`src/rtl/whiteboard_cell_controller.sv`:
```
// Cursor, write buffering and clear sequencing for the 80x60 one-bit whiteboard framebuffer.
// Framebuffer writes happen only while the display is blanked, so display reads are never disturbed.
module whiteboard_cell_controller #(
  parameter int COLS    = 80,
  parameter int ROWS    = 60,
  parameter int CELLS   = COLS * ROWS,
  parameter int ADDR_W  = 13,
  parameter int START_X = 40,
  parameter int START_Y = 30
) (
  input  logic              clk,
  input  logic              reset_n,
  input  logic              btn_up,
  input  logic              btn_down,
  input  logic              btn_left,
  input  logic              btn_right,
  input  logic              pen_down,
  input  logic              erase,
  input  logic              clear_req,
  input  logic              display_active,
  input  logic [6:0]        vga_cell_x,
  input  logic [5:0]        vga_cell_y,
  output logic [6:0]        cursor_x,
  output logic [5:0]        cursor_y,
  output logic [ADDR_W-1:0] mem_addr,
  output logic              mem_we,
  output logic              mem_wdata,
  output logic              busy,
  output logic              overrun
);

  typedef enum logic [1:0] {
    IDLE  = 2'd0,
    WRITE = 2'd1,
    CLEAR = 2'd2
  } state_t;

  state_t            state;
  state_t            state_nxt;
  logic [6:0]        x_nxt;
  logic [5:0]        y_nxt;
  logic              pen_q;
  logic              moved;
  logic              capture;
  logic              write_pending;
  logic              clear_pending;
  logic [ADDR_W-1:0] pend_addr;
  logic              pend_data;
  logic [ADDR_W-1:0] clr_cnt;
  logic [ADDR_W-1:0] cap_addr;
  logic [ADDR_W-1:0] vga_addr;
  logic              blank;
  logic              commit;
  logic              drop;
  logic              clr_last;

  // y*80 + x built from shifts: y*64 + y*16 + x.
  function automatic logic [ADDR_W-1:0] cell_addr(input logic [6:0] x, input logic [5:0] y);
    logic [ADDR_W-1:0] yy;
    yy = ADDR_W'(y);
    return (yy << 6) + (yy << 4) + ADDR_W'(x);
  endfunction

  // Up beats down and left beats right; clamped at the board edges.
  always_comb begin
    x_nxt = cursor_x;
    y_nxt = cursor_y;
    if (btn_left) begin
      if (cursor_x != 7'd0) x_nxt = cursor_x - 7'd1;
    end else if (btn_right) begin
      if (cursor_x != 7'(COLS - 1)) x_nxt = cursor_x + 7'd1;
    end
    if (btn_up) begin
      if (cursor_y != 6'd0) y_nxt = cursor_y - 6'd1;
    end else if (btn_down) begin
      if (cursor_y != 6'(ROWS - 1)) y_nxt = cursor_y + 6'd1;
    end
  end

  assign moved    = (x_nxt != cursor_x) || (y_nxt != cursor_y);
  assign capture  = pen_down && (moved || !pen_q);
  assign cap_addr = cell_addr(x_nxt, y_nxt);
  assign vga_addr = cell_addr(vga_cell_x, vga_cell_y);
  assign blank    = !display_active;
  assign commit   = (state == WRITE) && blank;
  assign drop     = (state == IDLE) && blank && clear_pending;
  assign clr_last = (state == CLEAR) && blank && (clr_cnt == ADDR_W'(CELLS - 1));
  assign busy     = clear_pending || (state == CLEAR);

  always_ff @(posedge clk or negedge reset_n) begin
    if (!reset_n) state <= IDLE;
    else          state <= state_nxt;
  end

  always_comb begin
    state_nxt = state;
    case (state)
      IDLE: begin
        if (blank) begin
          if (clear_pending)      state_nxt = CLEAR;
          else if (write_pending) state_nxt = WRITE;
        end
      end
      WRITE: begin
        if (blank) state_nxt = IDLE;
      end
      CLEAR: begin
        // A clear request on the final sweep cycle restarts the sweep instead of ending it.
        if (clr_last && !clear_req) state_nxt = IDLE;
      end
      default: state_nxt = IDLE;
    endcase
  end

  always_comb begin
    mem_addr  = vga_addr;
    mem_we    = 1'b0;
    mem_wdata = 1'b0;
    if (blank) begin
      case (state)
        WRITE: begin
          mem_addr  = pend_addr;
          mem_we    = 1'b1;
          mem_wdata = pend_data;
        end
        CLEAR: begin
          mem_addr = clr_cnt;
          mem_we   = 1'b1;
        end
        default: ;
      endcase
    end
  end

  always_ff @(posedge clk or negedge reset_n) begin
    if (!reset_n) begin
      cursor_x      <= 7'(START_X);
      cursor_y      <= 6'(START_Y);
      pen_q         <= 1'b0;
      write_pending <= 1'b0;
      clear_pending <= 1'b1;
      pend_addr     <= '0;
      pend_data     <= 1'b0;
      clr_cnt       <= '0;
      overrun       <= 1'b0;
    end else begin
      cursor_x <= x_nxt;
      cursor_y <= y_nxt;
      pen_q    <= pen_down;

      // A capture in the commit cycle becomes the next entry rather than being lost.
      if (capture) begin
        write_pending <= 1'b1;
        pend_addr     <= cap_addr;
        pend_data     <= ~erase;
      end else if (commit || drop) begin
        write_pending <= 1'b0;
      end

      if (capture && write_pending && !commit && !drop) overrun <= 1'b1;

      if (drop)                                 clear_pending <= 1'b0;
      else if (clear_req && (state != CLEAR))   clear_pending <= 1'b1;

      if (state == CLEAR) begin
        if (clear_req)     clr_cnt <= '0;
        else if (clr_last) clr_cnt <= '0;
        else if (blank)    clr_cnt <= clr_cnt + 1'b1;
      end
    end
  end

endmodule

```
`config.mk`:
```
export PLATFORM = sky130hd
export DESIGN_NAME = whiteboard_cell_controller
export DESIGN_NICKNAME = d
export VERILOG_FILES = /design/src/rtl/whiteboard_cell_controller.sv
export SDC_FILE = /design/constraint.sdc
export NUM_CORES = 1
export LEC_CHECK = 0
export CAP_MARGIN = 30
export CORE_MARGIN = 1
export CORE_UTILIZATION = 49
export DETAILED_ROUTE_END_ITERATION = 10
export GPL_ROUTABILITY_DRIVEN = 1
export PLACE_DENSITY = 0.77
export SYNTH_ARGS = -nofsm -noshare
export SYNTH_HDL_FRONTEND = slang
export SYNTH_SLANG_ARGS = --single-unit
```
`constraint.sdc`:
```
create_clock -name clk -period 3.4 [get_ports clk]
set_clock_uncertainty 0.15 [all_clocks]
set_input_delay 0.68 -clock clk [delete_from_list [all_inputs] [get_ports clk]]
set_output_delay 0.68 -clock clk [all_outputs]
set_load 0.02 [all_outputs]
```
==> impl_metrics.yaml, run 1 <==
global_route:
  global_route.usage.total_pct: 25.2
  globalRoute.totalOverflow: 0
  grt_start_max_net_pins: 26
  first_global_vias: 3247
  grt_pass1_wl_um: 14800
  grt_antenna_before_repair: 0
critical_path:
  path_class: "in -> out"
  crit_required_ns: 2.57
  timing.critical_path.slowest_stage_cell: "sky130_fd_sc_hd__fa_1"
  worstSetupStartpointType: "primary input"
  critPathArrivalTime_ns: 2.81
  timing.critical_path.to_type: "primary output"
  critPathMaxFanout: 3
  crit_path_launch: "vga_cell_y[0]"
  critical_path.reg2reg.startpoint: "cursor_y[3]$_DFF_PN1_"
  cp_num_buf_inv: 3
  timing.critical_path.cells: "buf_6 -> fa_1 -> buf_4 -> ha_4 -> a21o_1 -> a21oi_2 -> o21bai_1 -> a21oi_1 -> xor2_1 -> a21oi_2 -> buf_6"
  delay_of_the_slowest_cell_on_the_worst_path_ns: 0.59
  cell_family_contributing_the_most_delay_on_the_critical_path: "adder cells"
floorplanning:
  die_h_um: 85.0
  num_rows: 29
  fp.dieW_um: 85.0
  dieArea_um2: 7230
  boundaryPins: 53
  initial_core_util_pct: 52.0
  core_area_um2: 6490
timing:
  max_slew_margin_pct: 38.5
  finalCriticalPeriod_ns: 3.64
  tightest_slew_ns: 0.923
  setup-tns-final_ns: -0.666
  max_freq_mhz: 275
  period_utilisation_layout_pct: 107
  setup_repair_after_global_routing_missed_its_margin: "yes"
  timing.final.setup_violations: 4
  finalWorstSetupSlack_ns: -0.239
  timing.final.hold_violations: 0
  maxSlewViolCount: 0
  hold_slack_ns: 0.199
yosys:
  netlist_top_cells_area: "sky130_fd_sc_hd__dfrtp_1 29%, sky130_fd_sc_hd__ha_1 12%, sky130_fd_sc_hd__dfstp_2 5.4%"
  synth_top_cell_by_area: "sky130_fd_sc_hd__dfrtp_1"
  most_used_flip_flop_cell_after_synthesis: "sky130_fd_sc_hd__dfrtp_1"
  synthDominantCellAreaShare_pct: 28.9
  postSynthRegisterBits: 46
  synth_enable_flop_cells: 0
  syn-cell-area_um2: 3380
  synth-async-reset-ratio_pct: 100
  netlist_top_cells_count: "39 x sky130_fd_sc_hd__dfrtp_1, 39 x sky130_fd_sc_hd__nand2_1, 33 x sky130_fd_sc_hd__ha_1, 33 x sky130_fd_sc_hd__o21ai_0, 28 x sky130_fd_sc_hd__nor2_1"
  post_synth.cell_area_avg_um2: 8.96
  ys_seq_area_share_pct: 34.3
  ys_types: 59
  synth-warning-count: 0
  postSynthCellCount: 377
  syn-num-nets: 436
routing:
  remaining_drc_errors: 0
  antenna_violating_nets_post_route: 0
  drt_wl_total_um: 8900
  avgRoutedWirePerCell_um: 15.5
  drt-vias-per-instance: 5.69
  drt-pass1-iter-count: 4
  total_via_count_in_the_routed_design: 3258
  drtIter0Drc: 211
power:
  power.density_nw_per_um2: 754
  static_leakage_nw: 2.15
  vdd_ir_drop_max_v: 0.000576
placed_design:
  placedCellCount: 555
  routabilityCongestion: 0.925
  placement.io_buffers: 52
  placed_cell_area_um2: 4420
  dp_hpwl_um: 6440
cts:
  worst_setup_hold_path_clk_slew_ns: 0.10
  ctsHtreeMaxLevel: 2
  clock_tree.buffer_depth: 2
  cts-buffers-inserted: 5
  clock_tree_from_tritoncts: "done"
  clkLatencyLatePin_ns: 0.30
  clkSinkCount: 46
  clockRootBuffer: "sky130_fd_sc_hd__clkbuf_8"
finish:
  cell_area_after_layout_um2: 4760
  syn_to_final_growth_pct: 41.0
  layout.nets: 554
  finalNonFillerCells: 573
  diode_count: 0
  final_core_utilization_pct: 73.4
  number_of_fill_cells_in_the_layout: 496
  layout-drive-gt1-share_pct: 30.6
job:
  timing.max_cap.violations: 0
outcome:
  failed_checks: "setup timing"
  status: "finished, violations left"
hold_path:
  hp-class: "in -> async"
-- stage by stage --
step                      total power, W  setup WS [ns]
after detailed placement         0.00293          -1.05
final                            0.00359         -0.239
after global routing             0.00390         -0.310
after CTS                        0.00341         -0.173
after global placement           0.00287         -0.935
after floorplan                  0.00204       -0.00240
-- area by class of cell --
class | count | area [um^2] | share of cell area, %
Inverter | 20 | 75.1 | 1.58
Sequential cell | 46 | 1160 | 24.4
Clock buffer | 5 | 68.8 | 1.44
Multi-Input combinational cell | 299 | 2310 | 48.5
Tap cell | 77 | 96.3 | 2.02
Timing Repair Buffer | 123 | 1030 | 21.7
Clock inverter | 3 | 21.3 | 0.446
-- flip-flops by register name, indices dropped and copies added, names as in the netlist --
name           count
pen_q              1
pend_data          1
cursor_x           7
pend_addr         13
clr_cnt           13
cursor_y           6
clear_pending      1
write_pending      1
state              2
overrun            1
-- cells by family after synthesis --
kind of cell	count (synthesis)	synth area share [%]
AND/OR/NAND/NOR	120	18.2
AO/OA/AOI/OAI	117	22.4
flip-flops	46	34.3
adder cells (fa/ha/maj)	36	14.0
buffers and inverters	32	3.85
XOR/XNOR	18	4.67
multiplexers	8	2.56
-- cell usage in the layout (no fill, tap or decap), types with 5 or more instances in the layout --
cell type,count
sky130_fd_sc_hd__buf_4,74
sky130_fd_sc_hd__nand2_1,37
sky130_fd_sc_hd__dfrtp_1,37
sky130_fd_sc_hd__clkdlybuf4s50_1,33
sky130_fd_sc_hd__nor2_1,27
sky130_fd_sc_hd__o21ai_0,25
sky130_fd_sc_hd__ha_1,21
sky130_fd_sc_hd__a21oi_1,19
sky130_fd_sc_hd__inv_1,18
sky130_fd_sc_hd__a22oi_1,11
sky130_fd_sc_hd__nand3_1,10
sky130_fd_sc_hd__xor2_1,9
sky130_fd_sc_hd__xnor2_1,8
sky130_fd_sc_hd__o21ai_1,8
sky130_fd_sc_hd__a21oi_2,7
sky130_fd_sc_hd__ha_4,7
sky130_fd_sc_hd__dfstp_2,7
sky130_fd_sc_hd__nand4_1,6
sky130_fd_sc_hd__a21o_1,6
sky130_fd_sc_hd__nor3_1,5
sky130_fd_sc_hd__mux2_2,5
sky130_fd_sc_hd__ha_2,5
sky130_fd_sc_hd__clkbuf_8,5
sky130_fd_sc_hd__dlygate4sd2_1,5
-- metal layers --
| metal | share of wire (%) | vias up | global-route usage (%) |
|---|---|---|---|
| met5 | 0 | - | 0 |
| met1 | 46 | 1572 | 32.6 |
| li1 | - | 1608 | - |
| met3 | 3.1 | 9 | 3.31 |
| met2 | 50 | 69 | 44.5 |
| met4 | 0.87 | 0 | 6.47 |
-- report_power, final --
group,switching [W],total [W],internal (W)
registers,0.000167,0.000909,0.000742
clock network,0.000190,0.000334,0.000145
logic,0.00113,0.00235,0.00122
-- path summary, 6_finish.rpt --
path                       cells past startpoint                   endpoint  slack, ns
max                                           11               mem_addr[10]      -0.24
min                                            1    clr_cnt[12]$_DFFE_PN0P_       0.20
max reg2reg                                   14  pend_addr[11]$_DFFE_PN0P_       0.03
min reg2reg                                    2   pend_addr[7]$_DFFE_PN0P_       0.34
max in group asynchronous                      2      cursor_x[3]$_DFF_PN1_       2.11
min in group clk                               2   pend_addr[7]$_DFFE_PN0P_       0.34
-- timing repair --
action                     in CTS  in global routing
setup endpoints to repair      11                 10
pin swaps                      17                 26
setup buffers                   3                  7
resized for setup              73                 33
hold buffers                    0                  0
Note: power is estimated with default switching activity, not from simulation.
==> inputs of run 2 (changes only) <==
--- a/config.mk
+++ b/config.mk
@@ -7,10 +7,11 @@
 export LEC_CHECK = 0
 export CAP_MARGIN = 30
 export CORE_MARGIN = 1
-export CORE_UTILIZATION = 49
+export CORE_UTILIZATION = 50
+export CTS_BUF_LIST = sky130_fd_sc_hd__clkbuf_2 sky130_fd_sc_hd__clkbuf_4 sky130_fd_sc_hd__clkbuf_8
 export DETAILED_ROUTE_END_ITERATION = 10
 export GPL_ROUTABILITY_DRIVEN = 1
-export PLACE_DENSITY = 0.77
+export PLACE_DENSITY = 0.78
 export SYNTH_ARGS = -nofsm -noshare
 export SYNTH_HDL_FRONTEND = slang
 export SYNTH_SLANG_ARGS = --single-unit
==> constraint.sdc (replaced) <==
create_clock -name clk -period 3.4 [get_ports clk]
set_clock_uncertainty 0.15 [all_clocks]
set_input_delay 0.68 -clock clk [delete_from_list [all_inputs] [get_ports clk]]
set_output_delay 0.68 -clock clk [all_outputs]
set_load 0.05 [all_outputs]
==> run 2 against run 1 <==
Highest routed layer unchanged; largest power group unchanged; count of clock-buffer cells in the layout is the same; sequential share of layout area shrank 1.2 points; setup slack gained 0.015 ns; via count grew 3.6%; power grew 17%; the flow finishes with violations (DRC, setup timing); cell count shrank 0.87%; first-iteration DRC count grew 9.5%; sequential power grew 3.3%; clock power grew 6.6%; utilization grew 5.0 points; final area grew 5.7%; critical path depth is the same.
==> impl_metrics.yaml, run 2 (same netlist as run 1, synthesis figures left out) <==
placed_design:
  pre_cts_slack_ns: -0.745
  dp_hpwl_um: 6330
  placedCellCount: 543
  placement.io_buffers: 52
  routabilityCongestion: 0.910
finish:
  mostFrequentLayoutCell: "sky130_fd_sc_hd__buf_4"
  finalNonFillerCells: 568
  diode_count: 0
  layout.nets: 549
  layout-drive-gt1-share_pct: 35.8
  number_of_fill_cells_in_the_layout: 398
  syn_to_final_growth_pct: 49.0
  ff_latch_area_um2: 1170
  largest_registers: "clr_cnt x13, pend_addr x13, cursor_x x7"
  final_cell_mix: "64 x sky130_fd_sc_hd__buf_4, 36 x sky130_fd_sc_hd__nand2_1, 35 x sky130_fd_sc_hd__dfrtp_1"
  area_taken_by_multi_input_logic_gates_um2: 2440
routing:
  total_via_count_in_the_routed_design: 3374
  remaining_drc_errors: 6
  drt_wl_total_um: 9530
  antenna_violating_nets_post_route: 0
  drt-vias-per-instance: 5.94
  avgRoutedWirePerCell_um: 16.8
  drt-pass1-iter-count: 8
  drtIter0Drc: 231
timing:
  timing.final.hold_violations: 0
  finalWorstSetupSlack_ns: -0.224
  finalCriticalPeriod_ns: 3.62
  maxSlewViolCount: 0
  hold_slack_ns: 0.279
  timing.final.setup_violations: 5
  max_slew_margin_pct: 38.3
  max_freq_mhz: 276
  period_utilisation_layout_pct: 107
  setup_repair_after_global_routing_missed_its_margin: "yes"
  tightest_slew_ns: 0.926
  setup-tns-final_ns: -0.525
power:
  power.density_nw_per_um2: 834
  power.total_w: 0.00420
  static_leakage_nw: 2.21
  vdd_ir_drop_max_v: 0.000675
cts:
  clockRootBuffer: "sky130_fd_sc_hd__clkbuf_8"
  clkSinkCount: 46
  clock_tree_from_tritoncts: "done"
  clock_tree.buffer_depth: 2
  worst_setup_hold_path_clk_slew_ns: 0.10
  ctsHtreeMaxLevel: 2
  cts-buffers-inserted: 5
  clkLatencyLatePin_ns: 0.31
global_route:
  grt_busiest_layer: "met2"
  grt_antenna_before_repair: 0
  gr-usage-met1_pct: 32.7
  global_route.usage.total_pct: 25.4
  globalRoute.totalOverflow: 0
  grt_start_max_net_pins: 34
  met2_use_gr_pct: 44.9
  met3_track_demand_over_resource_in_global_routing_pct: 3.83
  grt_pass1_wl_um: 14700
  first_global_vias: 3189
hold_path:
  hp-class: "in -> async"
floorplanning:
  initial_core_util_pct: 52.6
  core_area_um2: 6420
  boundaryPins: 53
  fp.dieW_um: 84.2
  num_rows: 29
  die_h_um: 84.2
  dieArea_um2: 7090
critical_path:
  regToRegSetupSlack_ns: 0
  crit_required_ns: 2.57
  path_class: "in -> out"
  timing.critical_path.to_type: "primary output"
  critPathMaxFanout: 3
  worstSetupStartpointType: "primary input"
  critPathArrivalTime_ns: 2.79
outcome:
  failed_checks: "DRC, setup timing"
  status: "finished, violations left"
job:
  timing.max_cap.violations: 0
[run 2: where the power goes]
part / leakage, nW / internal, W / switching, W
clock network: 0.0408 / 0.000147 / 0.000208
registers: 0.555 / 0.000749 / 0.000190
logic: 1.61 / 0.00141 / 0.00150
total: 2.21 / 0.00230 / 0.00190
[run 2: final cells by class]
cell class                 count  share of cell area, %
tap                           77                   1.91
clock inverter                 3                  0.472
inverter                      20                   1.54
clock buffer                   5                   1.37
multi-input combinational    299                   48.5
sequential                    46                   23.2
timing repair buffer         118                   23.0
[run 2: per-stage QoR]
stage | cell area, um^2 | util [%]
after detailed placement | 4520 | 70.3
final | 5030 | 78.4
after floorplan | 3460 | -
after global routing | 5030 | 78.4
after global placement | 4520 | 70.3
after CTS | 4740 | 73.8
[run 2: path summary, 6_finish.rpt]
| kind | from | to | cells past startpoint |
|---|---|---|---|
| hold / removal | reset_n | clr_cnt[8]$_DFFE_PN0P_ | 1 |
| setup reg to reg | cursor_x[3]$_DFF_PN1_ | pend_addr[12]$_DFFE_PN0P_ | 14 |
| min in group clk | overrun$_DFFE_PN0P_ | overrun$_DFFE_PN0P_ | 1 |
| max in group asynchronous | reset_n | cursor_y[3]$_DFF_PN1_ | 2 |
| hold reg to reg | overrun$_DFFE_PN0P_ | overrun$_DFFE_PN0P_ | 1 |
| setup / recovery | vga_cell_y[2] | mem_addr[10] | 11 |
[run 2: critical path: stages]
cell and delay [ns]:
sky130_fd_sc_hd__buf_8 0.10, sky130_fd_sc_hd__fa_2 0.61, sky130_fd_sc_hd__buf_6 0.12, sky130_fd_sc_hd__ha_4 0.18, sky130_fd_sc_hd__a21o_1 0.16, sky130_fd_sc_hd__a21oi_2 0.18
sky130_fd_sc_hd__o21bai_1 0.08, sky130_fd_sc_hd__a21oi_1 0.18, sky130_fd_sc_hd__xor2_1 0.25, sky130_fd_sc_hd__a21oi_4 0.09, sky130_fd_sc_hd__buf_12 0.17
[run 2: repair_timing]
action | in CTS | in global routing
setup endpoints to repair | 11 | 9
gates resized for setup | 42 | 52
pin swaps | 25 | 35
hold buffers | 0 | 0
setup buffers | 8 | 13
[run 2: metal layers]
metal  routed length, um  share of wire, %  vias up
met5                   0                 0        -
met4                 183               1.9        0
met3                 371               3.9       22
met2                4940                52       98
met1                4030                42     1653
li1                    -                 -     1601
==> inputs of run 3 (changes only) <==
--- a/config.mk
+++ b/config.mk
@@ -6,11 +6,12 @@
 export NUM_CORES = 1
 export LEC_CHECK = 0
 export CAP_MARGIN = 30
-export CORE_MARGIN = 1
+export CORE_MARGIN = 2
 export CORE_UTILIZATION = 50
 export CTS_BUF_LIST = sky130_fd_sc_hd__clkbuf_2 sky130_fd_sc_hd__clkbuf_4 sky130_fd_sc_hd__clkbuf_8
 export DETAILED_ROUTE_END_ITERATION = 10
 export GPL_ROUTABILITY_DRIVEN = 1
+export HOLD_SLACK_MARGIN = 0.08
 export PLACE_DENSITY = 0.78
 export SYNTH_ARGS = -nofsm -noshare
 export SYNTH_HDL_FRONTEND = slang
==> run 3 against run 2 <==
The flow finishes with violations (setup timing); cell count is 1.1% higher; die area is 4.8% higher; global-route usage is 0.30 points lower; highest routed layer unchanged; combinational power is 3% lower; largest power group unchanged; fmax is 1.0% higher; first-iteration DRC count is 14% lower; critical path type unchanged.
==> impl_metrics.yaml, run 3 (same netlist as run 1, synthesis figures left out) <==
floorplanning:
  boundaryPins: 53
  die_h_um: 86.2
  fp.dieW_um: 86.2
  num_rows: 29
  core_area_um2: 6460
  initial_core_util_pct: 52.3
  dieArea_um2: 7430
global_route:
  gr-usage-met1_pct: 33.2
  globalRoute.totalOverflow: 0
  grt_pass1_wl_um: 15100
  grt_start_max_net_pins: 35
  grt_busiest_layer: "met2"
  met2_use_gr_pct: 43.3
  global_route.usage.total_pct: 25.1
  grt_antenna_before_repair: 0
  met3_track_demand_over_resource_in_global_routing_pct: 4.00
  first_global_vias: 3309
finish:
  mostFrequentLayoutCell: "sky130_fd_sc_hd__buf_4"
  largest_registers: "clr_cnt x13, pend_addr x13, cursor_x x7"
  cell_area_after_layout_um2: 5000
  final_cell_mix: "72 x sky130_fd_sc_hd__buf_4, 35 x sky130_fd_sc_hd__nand2_1, 35 x sky130_fd_sc_hd__dfrtp_1"
  layout-drive-gt1-share_pct: 35.2
  layout.nets: 555
  syn_to_final_growth_pct: 48.1
  final_core_utilization_pct: 77.5
  diode_count: 0
power:
  static_leakage_nw: 2.24
  vdd_ir_drop_max_v: 0.000679
  power.density_nw_per_um2: 816
critical_path:
  timing.critical_path.to_type: "primary output"
  cp_num_buf_inv: 2
  critPathArrivalTime_ns: 2.76
  worstSetupStartpointType: "primary input"
  delay_of_the_slowest_cell_on_the_worst_path_ns: 0.52
  critPathMaxFanout: 2
  critical_path.reg2reg.startpoint: "cursor_y[1]$_DFF_PN1_"
  worst_setup_path_endpoint: "mem_addr[11]"
  path_class: "in -> out"
  timing.critical_path.cells: "buf_8 -> fa_1 -> fa_2 -> a21o_1 -> a21oi_2 -> o21bai_1 -> a21oi_1 -> xor2_1 -> mux2i_4 -> buf_12"
  crit-reg2reg-capture: "pend_addr[12]$_DFFE_PN0P_"
  timing.critical_path.slowest_stage_cell: "sky130_fd_sc_hd__fa_1"
  reg2regPathDepth: 15
  crit_path_cell_count: 10
  regToRegSetupSlack_ns: 0
  crit_required_ns: 2.57
  crit_path_launch: "vga_cell_y[2]"
  cell_family_contributing_the_most_delay_on_the_critical_path: "adder cells"
timing:
  setup_repair_after_global_routing_missed_its_margin: "yes"
  timing.final.hold_violations: 0
  finalCriticalPeriod_ns: 3.59
  tightest_slew_ns: 0.928
  finalWorstSetupSlack_ns: -0.187
  maxSlewViolCount: 0
  period_utilisation_layout_pct: 106
  hold_slack_ns: 0.115
  max_slew_margin_pct: 38.1
  max_freq_mhz: 279
  timing.final.setup_violations: 3
outcome:
  failed_checks: "setup timing"
  status: "finished, violations left"
cts:
  clock_tree.buffer_depth: 2
  clkSinkCount: 46
  cts-buffers-inserted: 5
  worst_setup_hold_path_clk_slew_ns: 0.08
  clockRootBuffer: "sky130_fd_sc_hd__clkbuf_8"
  clkLatencyLatePin_ns: 0.31
  clock_tree_from_tritoncts: "done"
  ctsHtreeMaxLevel: 2
job:
  timing.max_cap.violations: 0
routing:
  avgRoutedWirePerCell_um: 16.6
  total_via_count_in_the_routed_design: 3376
  drt_wl_total_um: 9510
  drt-vias-per-instance: 5.88
  antenna_violating_nets_post_route: 0
  remaining_drc_errors: 0
  drt-pass1-iter-count: 5
  drtIter0Drc: 199
placed_design:
  placed_cell_area_um2: 4530
  routabilityCongestion: 0.914
  placement.io_buffers: 52
  dp_hpwl_um: 6710
hold_path:
  hp-class: "in -> async"
run 3: cell type report:
cell class              instances  area, um^2
flip-flops and latches         46        1170
repair buffers                124        1180
well taps                      77        96.3
fillers                       408        1450
clock inverters                 2        13.8
clock buffers                   6        76.3
multi-input cells             299        2390
inverters                      20        75.1
run 3: worst min-delay path by stage:
| stage | to | start | slack, ns | cells after the start |
|---|---|---|---|---|
| global route | pend_addr[12]$_DFFE_PN0P_ | reset_n | 0.13 | 1 |
| detailed placement | overrun$_DFFE_PN0P_ | overrun$_DFFE_PN0P_ | 0.31 | 1 |
| CTS | pend_addr[9]$_DFFE_PN0P_ | reset_n | 0.12 | 1 |
| global placement | overrun$_DFFE_PN0P_ | overrun$_DFFE_PN0P_ | 0.31 | 1 |
| finish | pend_addr[9]$_DFFE_PN0P_ | reset_n | 0.11 | 1 |
| floorplan | clr_cnt[0]$_DFFE_PN0P_ | reset_n | 0.23 | 0 |
run 3: what timing repair did:
action | CTS | global route
hold buffers | 0 | 0
setup buffers | 24 | 13
endpoints found under the hold margin | 0 | 0
gates resized for setup | 47 | 36
pin swaps | 23 | 21
endpoints found under the setup margin | 10 | 9
run 3: layer usage:
| metal | vias up | share of wire, % | wire length, um |
|---|---|---|---|
| met2 | 92 | 52 | 4900 |
| met4 | 0 | 1.0 | 99 |
| met5 | - | 0 | 0 |
| met1 | 1661 | 43 | 4120 |
| met3 | 13 | 4.1 | 391 |
| li1 | 1610 | - | - |
run 3: worst register-to-register path, cell delays in order (launching register included):
cell                       delay, ns
sky130_fd_sc_hd__dfstp_4        0.62
sky130_fd_sc_hd__inv_1          0.05
sky130_fd_sc_hd__ha_2           0.18
sky130_fd_sc_hd__nor2b_4        0.14
sky130_fd_sc_hd__a21bo_4        0.24
sky130_fd_sc_hd__nand2_4        0.09
sky130_fd_sc_hd__xnor2_2        0.14
sky130_fd_sc_hd__xor2_1         0.21
sky130_fd_sc_hd__ha_1           0.31
sky130_fd_sc_hd__ha_4           0.24
sky130_fd_sc_hd__a211oi_2       0.24
sky130_fd_sc_hd__nor2_1         0.09
sky130_fd_sc_hd__o21a_1         0.19
sky130_fd_sc_hd__o21a_1         0.19
sky130_fd_sc_hd__o21ai_1        0.11
sky130_fd_sc_hd__o21ai_0        0.07
run 3: power by group:
| group | leakage [nW] | switching, W | internal [W] |
|---|---|---|---|
| clock | 0.0486 | 0.000195 | 0.000153 |
| sequential | 0.555 | 0.000177 | 0.000748 |
| combinational | 1.64 | 0.00147 | 0.00134 |
| total | 2.24 | 0.00184 | 0.00224 |
run 3: through the flow:
stage               power (W)  setup WS (ns)  std cells  setup TNS [ns]
floorplan             0.00232         -0.178        377          -0.178
global placement      0.00314         -0.681        547           -4.31
detailed placement    0.00324         -0.724        547           -5.41
CTS                   0.00373         -0.181        563          -0.448
global route          0.00433         -0.314        574          -0.979
finish                0.00408         -0.187        574          -0.495
